File: src/rtl/ob_pkg.sv
// Shared types and elaboration helpers for the table-count carry-propagate resolver.
package ob_pkg;

    // Resolver control states.
    typedef enum logic [1:0] {
        StIdle = 2'd0,
        StBusy = 2'd1,
        StDone = 2'd2
    } cpa_state_t;

    localparam int unsigned CpaDefaultW     = 32;
    localparam int unsigned CpaDefaultChunk = 8;

    // Number of chunk cycles needed to resolve a W-bit word.
    function automatic int unsigned cpa_nchunk(input int unsigned w, input int unsigned chunk);
        return w / chunk;
    endfunction

endpackage

File: src/rtl/ob_cpa_chunk.sv
// Narrow combinational adder resolving one CHUNK-bit slice of the carry-save pair.
module ob_cpa_chunk #(
    parameter int unsigned CHUNK = 8
) (
    input  logic [CHUNK-1:0] a_i,
    input  logic [CHUNK-1:0] b_i,
    input  logic             ci_i,
    output logic [CHUNK-1:0] s_o,
    output logic             co_o
);

    // Widen by one bit so the slice carry-out falls out of the add.
    always_comb begin
        {co_o, s_o} = {1'b0, a_i} + {1'b0, b_i} + {{CHUNK{1'b0}}, ci_i};
    end

endmodule

File: src/rtl/ob_table_cnt_cpa.sv
// Sequential carry-propagate resolver: adds a carry-save pair CHUNK bits per cycle.
// Optional build macro OB_TABLE_CNT_CPA_SAT_EN saturates out_sum_o to all-ones on carry out.
module ob_table_cnt_cpa
    import ob_pkg::*;
#(
    parameter int unsigned W     = 32,
    parameter int unsigned CHUNK = 8
) (
    input  logic         clk,
    input  logic         rst_n,
    input  logic         in_vld_i,
    output logic         in_rdy_o,
    input  logic [W-1:0] in_s_i,
    input  logic [W-1:0] in_c_i,
    output logic         out_vld_o,
    input  logic         out_rdy_i,
    output logic [W-1:0] out_sum_o,
    output logic         out_ovf_o
);

    localparam int unsigned NChunk = cpa_nchunk(W, CHUNK);
    localparam int unsigned KW     = (NChunk > 1) ? $clog2(NChunk) : 1;

    if ((W % CHUNK) != 0) begin : g_chunk_check
        $error("ob_table_cnt_cpa: W must be a multiple of CHUNK");
    end

    cpa_state_t      state_q;
    logic [W-1:0]    s_q;
    logic [W-1:0]    c_q;
    logic [W-1:0]    sum_q;
    logic [KW-1:0]   k_q;
    logic            cy_q;
    logic            ovf_q;
    logic            vld_q;

    logic [CHUNK-1:0] add_a;
    logic [CHUNK-1:0] add_b;
    logic [CHUNK-1:0] add_s;
    logic             add_co;
    logic             last_chunk;
    int unsigned      base;

    // Select the operand slice addressed by the chunk index.
    always_comb begin
        base       = 32'(k_q) * CHUNK;
        add_a      = s_q[base +: CHUNK];
        add_b      = c_q[base +: CHUNK];
        last_chunk = (k_q == KW'(NChunk - 1));
    end

    ob_cpa_chunk #(
        .CHUNK (CHUNK)
    ) u_chunk (
        .a_i  (add_a),
        .b_i  (add_b),
        .ci_i (cy_q),
        .s_o  (add_s),
        .co_o (add_co)
    );

    // Upstream may hand over a new pair while the finished result is being taken.
    always_comb begin
        in_rdy_o = (state_q == StIdle) | ((state_q == StDone) & out_rdy_i);
    end

    // Control FSM with operand, sum, index and carry registers.
    always_ff @(posedge clk or negedge rst_n) begin
        if (!rst_n) begin
            state_q <= StIdle;
            s_q     <= '0;
            c_q     <= '0;
            sum_q   <= '0;
            k_q     <= '0;
            cy_q    <= 1'b0;
            ovf_q   <= 1'b0;
            vld_q   <= 1'b0;
        end else begin
            unique case (state_q)
                StIdle: begin
                    if (in_vld_i) begin
                        s_q     <= in_s_i;
                        c_q     <= in_c_i;
                        k_q     <= '0;
                        cy_q    <= 1'b0;
                        state_q <= StBusy;
                    end
                end
                StBusy: begin
                    sum_q[base +: CHUNK] <= add_s;
                    cy_q                 <= add_co;
                    k_q                  <= k_q + KW'(1);
                    if (last_chunk) begin
                        ovf_q   <= add_co;
                        vld_q   <= 1'b1;
                        state_q <= StDone;
`ifdef OB_TABLE_CNT_CPA_SAT_EN
                        // Later assignment overrides the slice write above.
                        if (add_co) begin
                            sum_q <= '1;
                        end
`endif
                    end
                end
                StDone: begin
                    if (out_rdy_i) begin
                        vld_q <= 1'b0;
                        if (in_vld_i) begin
                            s_q     <= in_s_i;
                            c_q     <= in_c_i;
                            k_q     <= '0;
                            cy_q    <= 1'b0;
                            state_q <= StBusy;
                        end else begin
                            state_q <= StIdle;
                        end
                    end
                end
                default: begin
                    vld_q   <= 1'b0;
                    state_q <= StIdle;
                end
            endcase
        end
    end

    assign out_vld_o = vld_q;
    assign out_sum_o = sum_q;
    assign out_ovf_o = ovf_q;

endmodule

File: config.mk
export PLATFORM = sky130hd
export DESIGN_NAME = ob_table_cnt_cpa
export DESIGN_NICKNAME = d
export VERILOG_FILES = /design/src/rtl/ob_pkg.sv /design/src/rtl/ob_cpa_chunk.sv /design/src/rtl/ob_table_cnt_cpa.sv
export SDC_FILE = /design/constraint.sdc
export NUM_CORES = 1
export LEC_CHECK = 0
export CAP_MARGIN = 25
export CORE_AREA = 2 2 122 94
export DETAILED_ROUTE_END_ITERATION = 7
export DIE_AREA = 0 0 124 96
export GPL_TIMING_DRIVEN = 0
export HOLD_SLACK_MARGIN = 0.05
export PLACE_DENSITY = 0.74
export REMOVE_ABC_BUFFERS = 1
export SYNTH_ARGS = -nofsm -noshare
export SYNTH_HDL_FRONTEND = slang
export SYNTH_HIERARCHICAL = 1
export SYNTH_SLANG_ARGS = --single-unit
File: constraint.sdc
create_clock -name clk -period 3.1 [get_ports clk]
set_clock_uncertainty 0.05 [all_clocks]
set_input_delay 0.31 -clock clk [delete_from_list [all_inputs] [get_ports clk]]
set_output_delay 0.31 -clock clk [all_outputs]
set_load 0.02 [all_outputs]
==> flow_metrics.tcl <==
set metrics [dict create \
    antenna_found_initial 0 \
    crit_buf_inv 0 \
    drtIter0Drc 203 \
    critical-path-top-delay-family "adder cells" \
    cp.required_ns 3.29 \
    io_buffers 102 \
    slew_viol_final 0 \
    die_h_um 96 \
    grt_pass1_vias 3258 \
    ys_dominant_reg_cell "dfrtp_1" \
    wl_um 10300 \
    async_flop_share_pct 100 \
    place_congestion 0.784 \
    clkPwrFrac_pct 14.5 \
    yosysUniqueCellTypes 43 \
    grt_pass1_wl_um 17000 \
    cts.reportedPaths.clkPinSlew_ns 0.07 \
    yosysWarnings 6 \
    yosys.area.top_type "dfrtp_1" \
    cts_made_buffers 9 \
    ys_seq_area_share_pct 53.4 \
    peakVddDrop_mv 0.512 \
    synth_cells 349 \
    drive_gt1_share_pct 25.9 \
    final_cell_area_um2 6400 \
    p_switching_mw 3.20 \
    maxCapViolCount 0 \
    via_count 3197 \
    die-area_um2 11900 \
    seq_power_share_pct 29.4 \
    synth_area_leaders "dfrtp_1, mux2_2, mux4_2, mux2_4, nand2_1" \
    hold_viol_final 0 \
    clk-insertion-delay-late_ns 0.35 \
    placed_area_um2 6000 \
    synth.top_cell.area_share_pct 53.4 \
    die_w_um 124 \
    switching_share_pct 40.2 \
    grt_max_degree 61 \
    finalCriticalPeriod_ns 2.95 \
    outcome "finished, final reports clean" \
    synth_edf_count 0 \
    worst-path-max-fanout 4 \
    combPwrFrac_pct 56.0 \
    drc 0 \
    routedWlPerCell_um 17.3 \
    setup_viol 0 \
    p_per_area_nw_per_um2 1240 \
    ios 103 \
    syn_area_per_cell_um2 13.8 \
    grt_usage_pct 19.2 \
    path_cells "mux4_2, fa_1, fa_1, a21oi_2, nor2_1, nor2_2, o21ai_0, mux2_2" \
    syn2layout_area_growth_pct 32.7 \
    diodes 0 \
    setup.worst_path.class "register to register" \
    cts-htree-levels 3 \
    cp-end-kind "register" \
    yosys-top-cells-count "dfrtp_1, mux2_2, nand2_1" \
    finalNetCount 537 \
    cts.sink_count 103 \
    startpoint_type "register" \
    p_leak_nw 2.67 \
    cp.arrival_ns 3.14 \
    antenna_left 0 \
    n_fill_cell 861 \
    rsz0062_at_grt "false" \
    drt_first_pass_iters 4 \
    grt-ovfl-total 0 \
    hp-class "register to register" \
    cts_root_buffer "clkbuf_16" \
    via_per_inst 5.34 \
    dp_hpwl_um 7320 \
    start_util_pct 44.9 \
    core-area_um2 10700 \
    synth-seq-cells 103 \
    holdWs_ns 0.427 \
    synth_area_um2 4820 \
    cts_tree "yes" \
    p_int_mw 4.76 \
    fmax_mhz 338 \
    period_share_pct 95.3 \
    synth.most_common_cell "dfrtp_1" \
    max-slew-margin-rel_pct 46.2 \
    tns_ns 0 \
    clock_path_buffers 2 \
    rows 33 \
    slowest_delay_ns 0.55 \
    cpMaxStageDelayCell "mux4_2" \
    cp_common_cell "fa_1" \
    tightest_slew_ns 0.806 \
]
==> layer usage <==
layer / track usage (%) / share of wire [%] / wire [um]
met5: 0 / 0 / 0
met4: 5.81 / 1.6 / 165
met3: 6.46 / 7.0 / 721
met2: 29.7 / 45 / 4630
met1: 25.9 / 47 / 4820
==> power groups by stage <==
stage | combinational [mW] | sequential [mW] | clock (mW)
floorplan | 2.78 | 2.44 | 0
global placement | 3.96 | 2.41 | 0
detailed placement | 4.09 | 2.45 | 0
CTS | 4.27 | 2.34 | 1.18
global route | 4.89 | 2.42 | 1.24
finish | 4.46 | 2.34 | 1.16
==> state kept, by name (all words and copies together) (netlist names) <==
name	flops
cy_q	1
out_vld_o	1
out_sum_o	32
c_q	32
out_ovf_o	1
s_q	32
state_q	2
k_q	2
==> final cells by class <==
type | count | area (um2) | share of cell area, %
Tap cell | 140 | 175 | 2.74
Timing Repair Buffer | 112 | 1160 | 18.2
Multi-Input combinational cell | 223 | 2140 | 33.5
Inverter | 5 | 18.8 | 0.293
Sequential cell | 103 | 2580 | 40.4
Clock buffer | 15 | 308 | 4.81
Clock inverter | 1 | 7.51 | 0.117
==> repair_timing <==
item                       CTS  global route
buffers inserted             4             0
hold endpoints to repair    59             0
setup endpoints to repair   25            12
resized for setup            3             9
cloned                       0             0
hold buffers                 1             0
pin swaps                    0             0
==> tightest hold or removal path, stage by stage (launching register included) <==
cell	delay (ns)
dfrtp_1	0.34
nand2_1	0.04
o21ai_0	0.06
==> through the flow <==
stage / worst slack (ns) / total power, mW / std cells / util, %
after floorplan: -0.316 / 5.22 / 331 / -
after global placement: -2.10 / 6.37 / 573 / 55.0
after detailed placement: -0.496 / 6.54 / 578 / 55.9
after CTS: 0.0234 / 7.80 / 599 / 59.3
after global routing: 0.0220 / 8.54 / 599 / 59.6
final: 0.145 / 7.96 / 599 / 59.6
==> cell usage in the layout (no fill, tap or decap), types with 4 or more instances in the layout <==
cell type        instances
mux2_2                  49
dfrtp_1                101
o21ai_0                 20
ha_1                    12
mux4_2                  16
nor2_1                   4
a21oi_1                  5
clkdlybuf4s50_1        101
clkbuf_8                 6
mux2_4                  14
clkbuf_16                9
a22o_1                  14
nand2_1                 44
inv_1                    4
==> final timing paths <==
kind	endpoint	slack, ns	from	cells after the start
worst max-delay path	out_ovf_o	0.15	k_q[0]	8
worst min-delay path	out_sum_o[18]	0.43	out_sum_o[18]	2
worst max register to register	out_ovf_o	0.15	k_q[0]	8
worst min register to register	out_sum_o[18]	0.43	out_sum_o[18]	2
max in group asynchronous	k_q[1]	1.75	rst_n	3
min in group asynchronous	out_sum_o[4]	0.53	rst_n	2
==> cell families after synthesis <==
group / after synthesis / synth area share (%)
buffers and inverters: 23 / 2.72
muxes: 82 / 23.9
AOI/OAI and AO/OA: 52 / 7.32
DFF: 103 / 53.4
adders and majority gates: 15 / 4.20
xor gates and xnor gates: 4 / 0.726
and+or+nand+nor: 70 / 7.65
(Power assumes the default switching activity.)
